File: config.mk
export PLATFORM = sky130hd
export DESIGN_NAME = nn_host_bridge
export DESIGN_NICKNAME = d
export VERILOG_FILES = /design/src/rtl/nn_host_bridge.sv
export SDC_FILE = /design/constraint.sdc
export NUM_CORES = 1
export LEC_CHECK = 0
export ABC_AREA = 0
export CAP_MARGIN = 30
export CORE_ASPECT_RATIO = 2
export CORE_MARGIN = 2
export CORE_UTILIZATION = 45
export CTS_BUF_LIST = sky130_fd_sc_hd__clkbuf_2
export DETAILED_ROUTE_END_ITERATION = 6
export GPL_TIMING_DRIVEN = 0
export PLACE_DENSITY = 0.67
export SYNTH_ARGS = -nofsm -noshare
export SYNTH_HDL_FRONTEND = slang
export SYNTH_SLANG_ARGS = --single-unit
File: constraint.sdc
create_clock -name clk -period 5.1 [get_ports clk]
set_input_delay 0.51 -clock clk [delete_from_list [all_inputs] [get_ports clk]]
set_output_delay 0.51 -clock clk [all_outputs]
set_load 0.005 [all_outputs]
File: src/rtl/nn_host_bridge.sv
// Host-side bus adapter for the accelerator memory-mapped port.
// Host writes to accelerator space are buffered in a small FIFO that drains
// whenever the accelerator is not busy. Host reads go through a fixed
// three-stage pipeline to either the accelerator output memory or the
// bridge CSRs (status, write count, read count).
module nn_host_bridge #(
  parameter int MM_DEPTH    = 16,
  parameter int MM_SIZE     = 32,
  parameter int Q_SIZE      = 16,
  parameter int QUEUE_DEPTH = 2
) (
  input  logic                clk,
  input  logic                reset,
  input  logic [MM_DEPTH:0]   address,
  input  logic                write,
  input  logic [MM_SIZE-1:0]  writedata,
  input  logic                read,
  output logic                waitrequest,
  output logic [MM_SIZE-1:0]  readdata,
  output logic                readdatavalid,
  output logic                nn_write_enable,
  output logic [MM_DEPTH-1:0] nn_write_addr,
  output logic [MM_SIZE-1:0]  nn_write_data,
  input  logic                nn_busy,
  output logic [MM_DEPTH-1:0] nn_read_addr,
  input  logic [Q_SIZE-1:0]   nn_read_data
);

  localparam int QN = 1 << QUEUE_DEPTH;
  localparam int QW = MM_DEPTH + MM_SIZE;

  logic [QW-1:0]          q_mem [QN];
  logic [QUEUE_DEPTH-1:0] wr_ptr;
  logic [QUEUE_DEPTH-1:0] rd_ptr;
  logic [QUEUE_DEPTH:0]   q_level;
  logic                   q_empty;
  logic                   q_full;
  logic                   push;
  logic                   pop;
  logic                   csr_sel;
  logic                   rd_acc;
  logic                   wr_clr;
  logic                   rd_clr;

  logic                   s1_vld;
  logic                   s1_csr;
  logic [1:0]             s1_sel;
  logic                   s2_vld;
  logic                   s2_csr;
  logic [1:0]             s2_sel;
  logic [MM_SIZE-1:0]     csr_rdata;
  logic [31:0]            wr_count;
  logic [31:0]            rd_count;

  assign csr_sel     = address[MM_DEPTH];
  assign q_empty     = (q_level == '0);
  assign q_full      = (q_level == (QUEUE_DEPTH+1)'(QN));
  // Stall depends only on full, so a push is refused even when a pop frees a slot.
  assign waitrequest = write & ~csr_sel & q_full;
  assign push        = write & ~csr_sel & ~q_full;
  assign nn_write_enable = ~q_empty & ~nn_busy;
  assign pop         = nn_write_enable;
  // Head is forced to zero when empty so the strobe bus is quiet after reset.
  assign {nn_write_addr, nn_write_data} = q_empty ? '0 : q_mem[rd_ptr];

  // A read together with a write is a protocol error: the read is dropped.
  assign rd_acc = read & ~write;
  assign wr_clr = write & csr_sel & (address[1:0] == 2'd1);
  assign rd_clr = write & csr_sel & (address[1:0] == 2'd2);

  // Queue storage; contents need no reset because the level gates visibility.
  always_ff @(posedge clk) begin
    if (push) q_mem[wr_ptr] <= {address[MM_DEPTH-1:0], writedata};
  end

  // Queue pointers and occupancy.
  always_ff @(posedge clk) begin
    if (!reset) begin
      wr_ptr  <= '0;
      rd_ptr  <= '0;
      q_level <= '0;
    end else begin
      if (push) wr_ptr <= wr_ptr + 1'b1;
      if (pop)  rd_ptr <= rd_ptr + 1'b1;
      case ({push, pop})
        2'b10:   q_level <= q_level + 1'b1;
        2'b01:   q_level <= q_level - 1'b1;
        default: q_level <= q_level;
      endcase
    end
  end

  // CSR read mux, sampled in the last pipeline stage.
  always_comb begin
    csr_rdata = '0;
    case (s2_sel)
      2'd0: begin
        csr_rdata[0]                 = nn_busy;
        csr_rdata[1]                 = q_empty;
        csr_rdata[2]                 = q_full;
        csr_rdata[QUEUE_DEPTH+3:3]   = q_level;
      end
      2'd1:    csr_rdata = MM_SIZE'(wr_count);
      2'd2:    csr_rdata = MM_SIZE'(rd_count);
      default: csr_rdata = '0;
    endcase
  end

  // Read pipeline: address stage, accelerator memory stage, data return stage.
  always_ff @(posedge clk) begin
    if (!reset) begin
      s1_vld        <= 1'b0;
      s1_csr        <= 1'b0;
      s1_sel        <= '0;
      s2_vld        <= 1'b0;
      s2_csr        <= 1'b0;
      s2_sel        <= '0;
      nn_read_addr  <= '0;
      readdata      <= '0;
      readdatavalid <= 1'b0;
    end else begin
      s1_vld <= rd_acc;
      s1_csr <= csr_sel;
      s1_sel <= address[1:0];
      if (rd_acc & ~csr_sel) nn_read_addr <= address[MM_DEPTH-1:0];
      s2_vld <= s1_vld;
      s2_csr <= s1_csr;
      s2_sel <= s1_sel;
      readdatavalid <= s2_vld;
      if (s2_vld) readdata <= s2_csr ? csr_rdata : MM_SIZE'(nn_read_data);
    end
  end

  // Event counters; a clear on the same edge as a count event wins.
  always_ff @(posedge clk) begin
    if (!reset) begin
      wr_count <= '0;
      rd_count <= '0;
    end else begin
      if (wr_clr)   wr_count <= '0;
      else if (pop) wr_count <= wr_count + 32'd1;
      if (rd_clr)                  rd_count <= '0;
      else if (rd_acc & ~csr_sel)  rd_count <= rd_count + 32'd1;
    end
  end

endmodule

# == Word level (Yosys, flattened, before mapping) ==
# Memory sizes are Yosys's and may differ from the RTL's. A register that Yosys moved wholly into a read port is not among the register bits.
# Cells that the tools add are included.
# word_totals
ff_bits,128
ram_bits,192
output_inout_bits,99
elab_cells,57
n_memories,1
# mem_list
name,depth,width,read_ports,rd_clocked_by_memory_dff,write_ports,line_no,text
q_mem,4,48,1,1,1,32,logic [QW-1:0] q_mem [QN];
# op_classes
addsub,6
eq_ne,7
mux,9
n_bitwise,15
reduce_logical,5
# ops
operator,n
$add 32x1->32 const B,2
$pmux 26 s2,1
$mux 48,1
$mux 32,1
$pmux 6 s3,1
$and 1x1->1,9
$eq 2x1->1 const B,3
$eq 2x2->1 const B,3
$not 1->1,6
$pmux 3 s2,1
$add 2x1->2 const B,2
$mux 2,2
$reduce_or 2->1,2
$add 3x1->3 const B,1
$eq 3x3->1 const B,1
$logic_not 3->1,1
$sub 3x1->3 const B,1
$logic_not 2->1,1
$mux 1,2
$reduce_bool 2->1,1

# == Logic depth before layout (Yosys ltp) ==
# Gate-level depths: netlist of the first run.
# logic_depth
depth_word,5
depth_mapped,9

# == Worst setup path after synthesis of the first run ==
# No wires, ideal clock.
# synth_path
path_type,input port to flip-flop
from,in write
to,mem q_mem[0][0] (netlist bit) (enable)
arrival_ns,2.299
path_slack_ns,2.391
cell_stages,3
path_buffers,0
path_cell_list,or2b_1 a21oi_1 and2_1
# synth_between
elab_chain_cells,4
# synth_lines
item,line_no,text
"start, declared",15,"input logic write,"
$and 1x1->1 (2 in a row),60,assign push = write & ~csr_sel & ~q_full;
$mux 1,73,"if (push) q_mem[wr_ptr] <= {address[MM_DEPTH-1:0], writedata};"
$mux 1 (implied by the code),73,
"end, declared",32,
# Every way passes these cells.

==> results.ini, run 1 <==
[synth]
synth.distinct_cells=48
syn_nets=1078
synth_top_area_frac=0.437
synth_xor_area_frac=0.0146
ys_warn_count=0
synthTopCellsByCount=192 x edfxtp_1, 130 x dfxtp_1, 83 x a21oi_1
synth_area_sq_mm=0.0132
muxShareOfSynthArea=0.0828
synthesis.instances=996
synthAdderAreaFrac=0.0120
yosysMostFrequentCell=edfxtp_1
ys_ff_latch=322
synthTopCellsByArea=edfxtp_1 44%, dfxtp_1 20%, mux4_2 8.2%, a21oi_1 3.2%, and2_1 3.1%
synth_compound_area_frac=0.0908
synthSimpleGateAreaFrac=0.137
ys_seq_area_frac=0.635
yosysTopAreaCell=edfxtp_1
avgSynthCellArea_sq_um=13.2
dominantRegCellSynth=edfxtp_1
ys_async_sr_fraction=0
synth_top_family_by_area=simple AND/OR/NAND/NOR gates
synth_edf_count=192

[timing]
fin_crit_sh=0.779
fin_skew_ps=38.6
tns_ps=0
rsz0062_at_grt=false
setup_violations=0
worst_slew_pin_slew_ps=676
max_slew_margin=0.546
min_period_ps=3970
hold_viol_final=0
slew_viol_final=0
fmax_ghz=0.252

[status]
status=complete, no violations

[placement]
port_buffers=168
hpwl_microns=24000
place_congestion=0.874
dp.cells=1528
dpl_cell_area_sq_mm=0.0154

[final_layout]
instances_no_fill=1660
finish.net_count=1323
final_cell_area_sq_mm=0.0161
drive_gt1_frac=0.152
multi_input_area_sq_mm=0.00445
seqCellArea_sq_mm=0.00837
area.growth.synth_to_final_pct=22.3
fill_cells=2484
postLayoutCoreUtil=0.559

[clock_tree]
clk_pin_slew_worst_paths_ps=110
cts.repair.resized=0
cts_buffers=71
clock-sinks=322
cts_setup_buffers=0
root_buffer=clkbuf_2
cts_tree=yes
cts_buffer_depth=3
cts_hold_buf=0
clk_latency_ps=940
h-tree-depth=3

[pwr]
powerDensity_mw_per_mm2=379
p_sw_frac=0.278
combPwrFrac=0.245
clock_power_share=0.280
p_int_w=0.00441
peakVddDrop_mv=0.175
pwr-share-seq=0.475
p_switching_w=0.00170
p_leak_nw=5.29

[global_routing]
antenna_found_initial=3
grt-ovfl-total=0
grt_max_degree=31
grt_pass1_vias=9610
grt_pass1_wl_microns=52000
grtUsageTotal=0.219

[route]
via_per_inst=5.63
drtIter0Drc=502
drc=0
drtPass1Iterations=6
antenna_left=0
routed_wl_microns=33800
num_vias=9354
routedWlPerCell_microns=20.4

[setup_path]
start_kind=flip-flop
r2r_slack_ps=2640
arrival_ps=3460
worst-setup-path-type=reg2out
crit_fanout=10
cp.required_ps=4590
ff2ff_path_depth=8
end_kind=output port

[die]
dieArea_sq_mm=0.0308
die_w_microns=125
dieHeight_microns=246
start_util=0.457
rows=88
num_io_pins=169
core-area_sq_mm=0.0288

[min_path]
min_path_type=in2reg
hold_depth=1

[job]
cap_violations=0

## cell families (layout without fill, tap and decap cells)
family                     count (synthesis)  count (layout)
DFF                                      322             322
AOI/OAI and AO/OA                        187             187
other                                      0               3
adders and majority gates                 12              12
buffers and inverters                     85             386
muxes                                     49              49
and+or+nand+nor                          319             319
xor gates and xnor gates                  22              22
## power by group through the flow
stage	clock network (W)	registers, W	logic [W]
6_report	0.00171	0.00290	0.00150
5_1_grt	0.00190	0.00291	0.00163
4_1_cts	0.00177	0.00290	0.00154
3_5_place_dp	0	0.00296	0.00153
3_3_place_gp	0	0.00296	0.00152
2_1_floorplan	0	0.00294	0.000784
## routing by layer
| layer | track usage | share of wire |
|---|---|---|
| met5 | 0 | 0 |
| met4 | 0.134 | 0.053 |
| met3 | 0.0469 | 0.054 |
| met2 | 0.413 | 0.55 |
| met1 | 0.217 | 0.35 |
## worst max-delay path: stages, from the launching register on
cell and delay [ps]:
dfxtp_1 410, clkbuf_1 500, buf_1 550, mux4_2 410, and2_1 200, clkdlybuf4s50_1 450
## worst paths after layout
check	start	end
worst min-delay path	writedata[0]	q_mem[2][0]$_DFFE_PP_
worst max register to register	q_level[2]$_SDFFE_PN0P_	q_level[2]$_SDFFE_PN0P_
worst min register to register	s1_sel[1]$_SDFF_PN0_	s2_sel[1]$_SDFF_PN0_
worst max-delay path	flip-flop	nn_write_addr[6]
## sequential cells by signal, summed over array words and instances (netlist names), named ones only
name           flops
q_mem            192
rd_count          32
readdata          32
wr_count          32
nn_read_addr      16
q_level            3
rd_ptr             2
s1_sel             2
s2_sel             2
wr_ptr             2
readdatavalid      1
s1_csr             1
s1_vld             1
s2_csr             1
s2_vld             1
## stage by stage
stage / setup WS, ps / hold slack [ps] / power, W
after CTS: 972 / 93.8 / 0.00621
after global routing: 974 / 116 / 0.00643
after floorplan: 2390 / 412 / 0.00372
after global placement: 628 / 423 / 0.00447
final: 1130 / 198 / 0.00610
after detailed placement: 1930 / 424 / 0.00449
## area by class of cell
cell class | count | area share
Sequential cell | 322 | 0.519
Multi-Input combinational cell | 589 | 0.276
Timing Repair Buffer | 172 | 0.109
Clock buffer | 109 | 0.0339
Tap cell | 360 | 0.0280
Buffer | 61 | 0.0171
Clock inverter | 20 | 0.0101
Inverter | 24 | 0.00559
Antenna cell | 3 | 0.000466
## layout by cell type (no fill, tap or decap), types with 20 or more instances in the layout
cell type        count
or4_1               33
o21ai_0             22
edfxtp_1           192
clkdlybuf4s50_1    168
nand3_1             20
a21oi_1             83
and2_1              61
mux4_2              48
a22oi_1             20
clkbuf_1            41
inv_1               23
dfxtp_1            130
o31ai_1             33
nand4_1             20
nand2_1             53
nor2_1              77
clkbuf_2           111
(Power assumes the default switching activity.)
==> inputs of run 2 (changes only) <==
==> constraint.sdc (replaced) <==
create_clock -name clk -period 3.7 [get_ports clk]
set_input_delay 0.37 -clock clk [delete_from_list [all_inputs] [get_ports clk]]
set_output_delay 0.37 -clock clk [all_outputs]
set_load 0.005 [all_outputs]
==> run 2 against run 1 <==
Net effect:
- count of clock-buffer cells in the layout stayed put
- global-route usage is 0.31 points higher
- core utilization is 1.4 points higher
- combinational power grew 41%
- register-to-register slack lost 1400 ps
- the flow now finishes with violations (DRC)
- clock power rose by 38%
- design area is 2.5% higher
- largest power group unchanged
- die area did not move
- flip-flop and latch count unchanged
- highest routed layer unchanged
==> results.ini, run 2 (synthesized netlist as in run 1, its figures left out) <==
[status]
status=finished with violations  ; was complete, no violations
violations=DRC

[final_layout]
area.growth.synth_to_final_pct=25.4  ; was 22.3%
finish.net_count=1363  ; was 1323
postLayoutCoreUtil=0.573  ; was 0.559
multi_input_area_sq_mm=0.00445  ; unchanged
largest_register_ffs=192  ; unchanged
fill_cells=2440  ; was 2484
drive_gt1_frac=0.150  ; was 0.152
layout.cells.most_common_list=192 x edfxtp_1, 168 x clkdlybuf4s50_1, 130 x dfxtp_1  ; unchanged
seqCellArea_sq_mm=0.00837  ; unchanged
layout_commonest_cell=edfxtp_1  ; unchanged
regMostFlops=q_mem  ; unchanged

[timing]
fmax_ghz=0.289
max_slew_margin=0.530  ; was 0.546
worst_slew_pin_slew_ps=700  ; was 676 ps
fin_skew_ps=38.2  ; was 38.6 ps
slew_viol_final=0  ; unchanged
hold_viol_final=0  ; unchanged
tns_ps=0  ; unchanged
fin_crit_sh=0.936
setup_violations=0  ; unchanged
min_period_ps=3460
rsz0062_at_grt=false  ; unchanged

[setup_path]
arrival_ps=3090  ; was 3460 ps
ff2ff_path_depth=8  ; unchanged
end_kind=output port  ; unchanged
crit_fanout=10  ; unchanged
cp.required_ps=3330  ; was 4590 ps
start_kind=flip-flop  ; unchanged
worst-setup-path-type=reg2out  ; unchanged

[die]
start_util=0.457  ; unchanged
num_io_pins=169  ; unchanged
core-area_sq_mm=0.0288  ; unchanged
dieArea_sq_mm=0.0308  ; unchanged
dieHeight_microns=246  ; unchanged
die_w_microns=125  ; unchanged
rows=88  ; unchanged

[clock_tree]
cts_buffer_depth=3  ; unchanged
cts_buffers=71  ; unchanged
clock-sinks=322  ; unchanged
clk_latency_ps=920  ; was 940 ps
h-tree-depth=3  ; unchanged
root_buffer=clkbuf_2  ; unchanged
clk_pin_slew_worst_paths_ps=110  ; about the same
cts_tree=yes  ; unchanged

[route]
drtPass1Iterations=7  ; was 6
antenna_left=0  ; unchanged
drtIter0Drc=528  ; was 502
drc=2  ; was 0
routed_wl_microns=34300  ; was 33800 microns
num_vias=9500  ; was 9354
routedWlPerCell_microns=20.2  ; was 20.4 microns
via_per_inst=5.59  ; was 5.63

[global_routing]
grt-ovfl-total=0  ; unchanged
grt_pass1_vias=9780  ; was 9610
grtUsageTotal=0.223  ; was 0.219
grt_pass1_wl_microns=52900  ; was 52000 microns
grt_max_degree=31  ; unchanged
antenna_found_initial=2  ; was 3

[pwr]
powerDensity_mw_per_mm2=513  ; was 379 mW/mm^2
p_leak_nw=5.47  ; was 5.29 nW
peakVddDrop_mv=0.242  ; was 0.175 mV
power_w=0.00847  ; was 0.00610 W

[min_path]
min_path_type=in2reg  ; unchanged
hold_depth=3  ; was 1

[placement]
port_buffers=168  ; unchanged
hpwl_microns=24000  ; unchanged
place_congestion=0.874  ; unchanged

[job]
cap_violations=0  ; unchanged

## run 2: where the power goes
group | total (W) | internal, W | switching [W]
registers | 0.00399 | 0.00392 | 0.0000716
logic | 0.00212 | 0.00120 | 0.000917
clock network | 0.00236 | 0.000988 | 0.00137
## run 2: final cells by class
class                      count  area share
clock buffer                 109      0.0330
buffer                        61      0.0174
sequential                   322       0.506
inverter                      24     0.00545
timing repair buffer         212       0.131
antenna                        2    0.000303
clock inverter                20     0.00984
tap                          360      0.0273
multi-input combinational    589       0.269
## run 2: final timing paths
kind / end / slack, ps / startpoint
max: nn_write_addr[0] / 240 / q_level[2]$_SDFFE_PN0P_
min: readdata[13]$_SDFFE_PN0P_ / 120 / nn_read_data[13]
max reg2reg: q_level[2]$_SDFFE_PN0P_ / 1230 / q_level[2]$_SDFFE_PN0P_
min reg2reg: s2_sel[1]$_SDFF_PN0_ / 440 / s1_sel[1]$_SDFF_PN0_
## run 2: stage by stage
stage / worst slack, ps / std cells / hold slack, ps / area, sq um
finish: 236 / 1699 / 116 / 16500
floorplan: 1130 / 996 / 412 / 13200
CTS: 4.37 / 1697 / 1.45 / 16500
detailed placement: 673 / 1528 / 424 / 15400
global placement: -632 / 1524 / 423 / 15300
global route: 7.56 / 1699 / 45.4 / 16500
## run 2: routing by layer
metal	part of all wire	wire [microns]	track usage
met5	0	0	0
met1	0.35	12000	0.221
met2	0.55	18800	0.422
met4	0.051	1740	0.129
met3	0.051	1760	0.0454
## run 2: repair_timing
action                                  in CTS  in global routing
setup buffers                                0                  0
hold endpoints to repair                   116                  0
hold buffers                                40                  0
resized for setup                            5                  3
endpoints found under the setup margin      20                  9
## run 2: worst max-delay path, stage by stage (launching register included)
cell             delay [ps]
dfxtp_1                 500
or3_1                   160
clkbuf_1                150
buf_4                   230
clkbuf_1                360
and2_1                  240
clkdlybuf4s50_1         520
==> inputs of run 3 (changes only) <==
--- a/config.mk
+++ b/config.mk
@@ -6,12 +6,12 @@
 export NUM_CORES = 1
 export LEC_CHECK = 0
 export ABC_AREA = 0
-export CAP_MARGIN = 30
 export CORE_ASPECT_RATIO = 2
 export CORE_MARGIN = 2
 export CORE_UTILIZATION = 45
 export CTS_BUF_LIST = sky130_fd_sc_hd__clkbuf_2
 export DETAILED_ROUTE_END_ITERATION = 6
+export GPL_ROUTABILITY_DRIVEN = 0
 export GPL_TIMING_DRIVEN = 0
 export PLACE_DENSITY = 0.67
 export SYNTH_ARGS = -nofsm -noshare
==> run 3 against run 2 <==
Net effect:
- the flow still finishes with violations (DRC)
- wire length stayed put
- flip-flop and latch count stayed put
- worst setup slack stayed put
- sequential share of layout area stayed put
- clock power hardly changed
- clock skew stayed put
- non-clock buffer count stayed put
- largest power group unchanged
==> results.ini, run 3 (synthesized netlist as in run 1, its figures left out) <==
[setup_path]
worst-setup-path-type=reg2out  ; unchanged
start_kind=flip-flop  ; unchanged
ff2ff_path_depth=8  ; unchanged
crit_fanout=10  ; unchanged
r2r_slack_ps=1230  ; about the same
arrival_ps=3090  ; about the same
cp.required_ps=3330  ; about the same
end_kind=output port  ; unchanged

[pwr]
peakVddDrop_mv=0.242  ; unchanged
p_leak_nw=5.47  ; unchanged
powerDensity_mw_per_mm2=513  ; unchanged

[die]
dieArea_sq_mm=0.0308  ; unchanged
core-area_sq_mm=0.0288  ; unchanged
start_util=0.457  ; unchanged
num_io_pins=169  ; unchanged
rows=88  ; unchanged
die_w_microns=125  ; unchanged
dieHeight_microns=246  ; unchanged

[placement]
dp_slack_ps=673  ; unchanged
port_buffers=168  ; unchanged
hpwl_microns=24000  ; unchanged

[timing]
fmax_ghz=0.289  ; unchanged
slew_viol_final=0  ; unchanged
rsz0062_at_grt=false  ; unchanged
fin_ws_ps=236  ; unchanged
fin_skew_ps=38.2  ; unchanged
setup_violations=0  ; unchanged
min_period_ps=3460  ; unchanged
fin_crit_sh=0.936  ; unchanged
max_slew_margin=0.530  ; unchanged
hold_viol_final=0  ; unchanged
worst_slew_pin_slew_ps=700  ; unchanged
tns_ps=0  ; unchanged

[global_routing]
grt_pass1_vias=9780  ; unchanged
grt_max_degree=31  ; unchanged
antenna_found_initial=2  ; unchanged
grt-ovfl-total=0  ; unchanged
grt_pass1_wl_microns=52900  ; unchanged
grtUsageTotal=0.223  ; unchanged

[clock_tree]
cts_setup_buffers=0  ; unchanged
cts_buffer_depth=3  ; unchanged
clock-sinks=322  ; unchanged
root_buffer=clkbuf_2  ; unchanged
clk_pin_slew_worst_paths_ps=110  ; about the same
cts_tree=yes  ; unchanged
h-tree-depth=3  ; unchanged
cts_buffers=71  ; unchanged
clk_latency_ps=920  ; about the same

[final_layout]
finish.net_count=1363  ; unchanged
layout_commonest_cell=edfxtp_1  ; unchanged
largest_register_ffs=192  ; unchanged
regMostFlops=q_mem  ; unchanged
layout.cells.most_common_list=192 x edfxtp_1, 168 x clkdlybuf4s50_1, 130 x dfxtp_1  ; unchanged
drive_gt1_frac=0.150  ; unchanged
area.growth.synth_to_final_pct=25.4  ; unchanged

[min_path]
hold_depth=3  ; unchanged
min_path_type=in2reg  ; unchanged

[route]
drtIter0Drc=528  ; unchanged
drc=2  ; unchanged
drtPass1Iterations=7  ; unchanged
num_vias=9500  ; unchanged
via_per_inst=5.59  ; unchanged
antenna_left=0  ; unchanged
routedWlPerCell_microns=20.2  ; unchanged
routed_wl_microns=34300  ; unchanged

[job]
cap_violations=0  ; unchanged

[status]
violations=DRC  ; unchanged
status=finished with violations  ; unchanged

run 3: cell counts in the layout (fill, tap and decap cells not counted):
Identical to the previous run, type by type.
run 3: worst paths after layout:
kind | start | endpoint
max | q_level[2]$_SDFFE_PN0P_ | nn_write_addr[0]
min | nn_read_data[13] | readdata[13]$_SDFFE_PN0P_
max reg2reg | q_level[2]$_SDFFE_PN0P_ | q_level[2]$_SDFFE_PN0P_
min reg2reg | s1_sel[1]$_SDFF_PN0_ | s2_sel[1]$_SDFF_PN0_
run 3: per-stage QoR:
| stage | hold WS (ps) | cells | total power [W] | utilization | instance area, sq um |
|---|---|---|---|---|---|
| after floorplan | 412 | 996 | 0.00513 | - | 13200 |
| after global placement | 423 | 1524 | 0.00617 | 0.531 | 15300 |
| after detailed placement | 424 | 1528 | 0.00619 | 0.534 | 15400 |
| after CTS | 1.45 | 1697 | 0.00860 | 0.572 | 16500 |
| after global routing | 45.4 | 1699 | 0.00893 | 0.573 | 16500 |
| final | 116 | 1699 | 0.00847 | 0.573 | 16500 |
run 3: metal layers:
metal / share of wire / up-vias / global-route usage
met4: 0.051 / 0 / 0.129
met2: 0.55 / 355 / 0.422
met5: 0 / - / 0
li1: - / 4431 / -
met3: 0.051 / 88 / 0.0454
met1: 0.35 / 4626 / 0.221
run 3: layout make-up:
class	count	area (sq um)
clock buffer	109	546
multi-input combinational	589	4450
buffer	61	288
inverter	24	90.1
sequential	322	8370
clock inverter	20	163
timing repair buffer	212	2160
fill	2440	12300
tap	360	450
antenna	2	5.00
run 3: timing repair:
item | in CTS | in global routing
gates cloned | 0 | 0
gates resized for setup | 5 | 3
hold endpoints to repair | 116 | 0
hold buffers | 40 | 0
setup endpoints to repair | 20 | 9
run 3: where the power goes:
group,total [W],internal (W),switching (W),leakage [nW]
Sequential,0.00399,0.00392,0.0000716,2.80
Clock,0.00236,0.000988,0.00137,0.521
Combinational,0.00212,0.00120,0.000917,2.15
Total,0.00847,0.00611,0.00236,5.47
run 3: critical path, cell delays in order, from the launching register on:
cell and delay (ps):
dfxtp_1 500, or3_1 160, clkbuf_1 150, buf_4 230, clkbuf_1 360, and2_1 240, clkdlybuf4s50_1 520
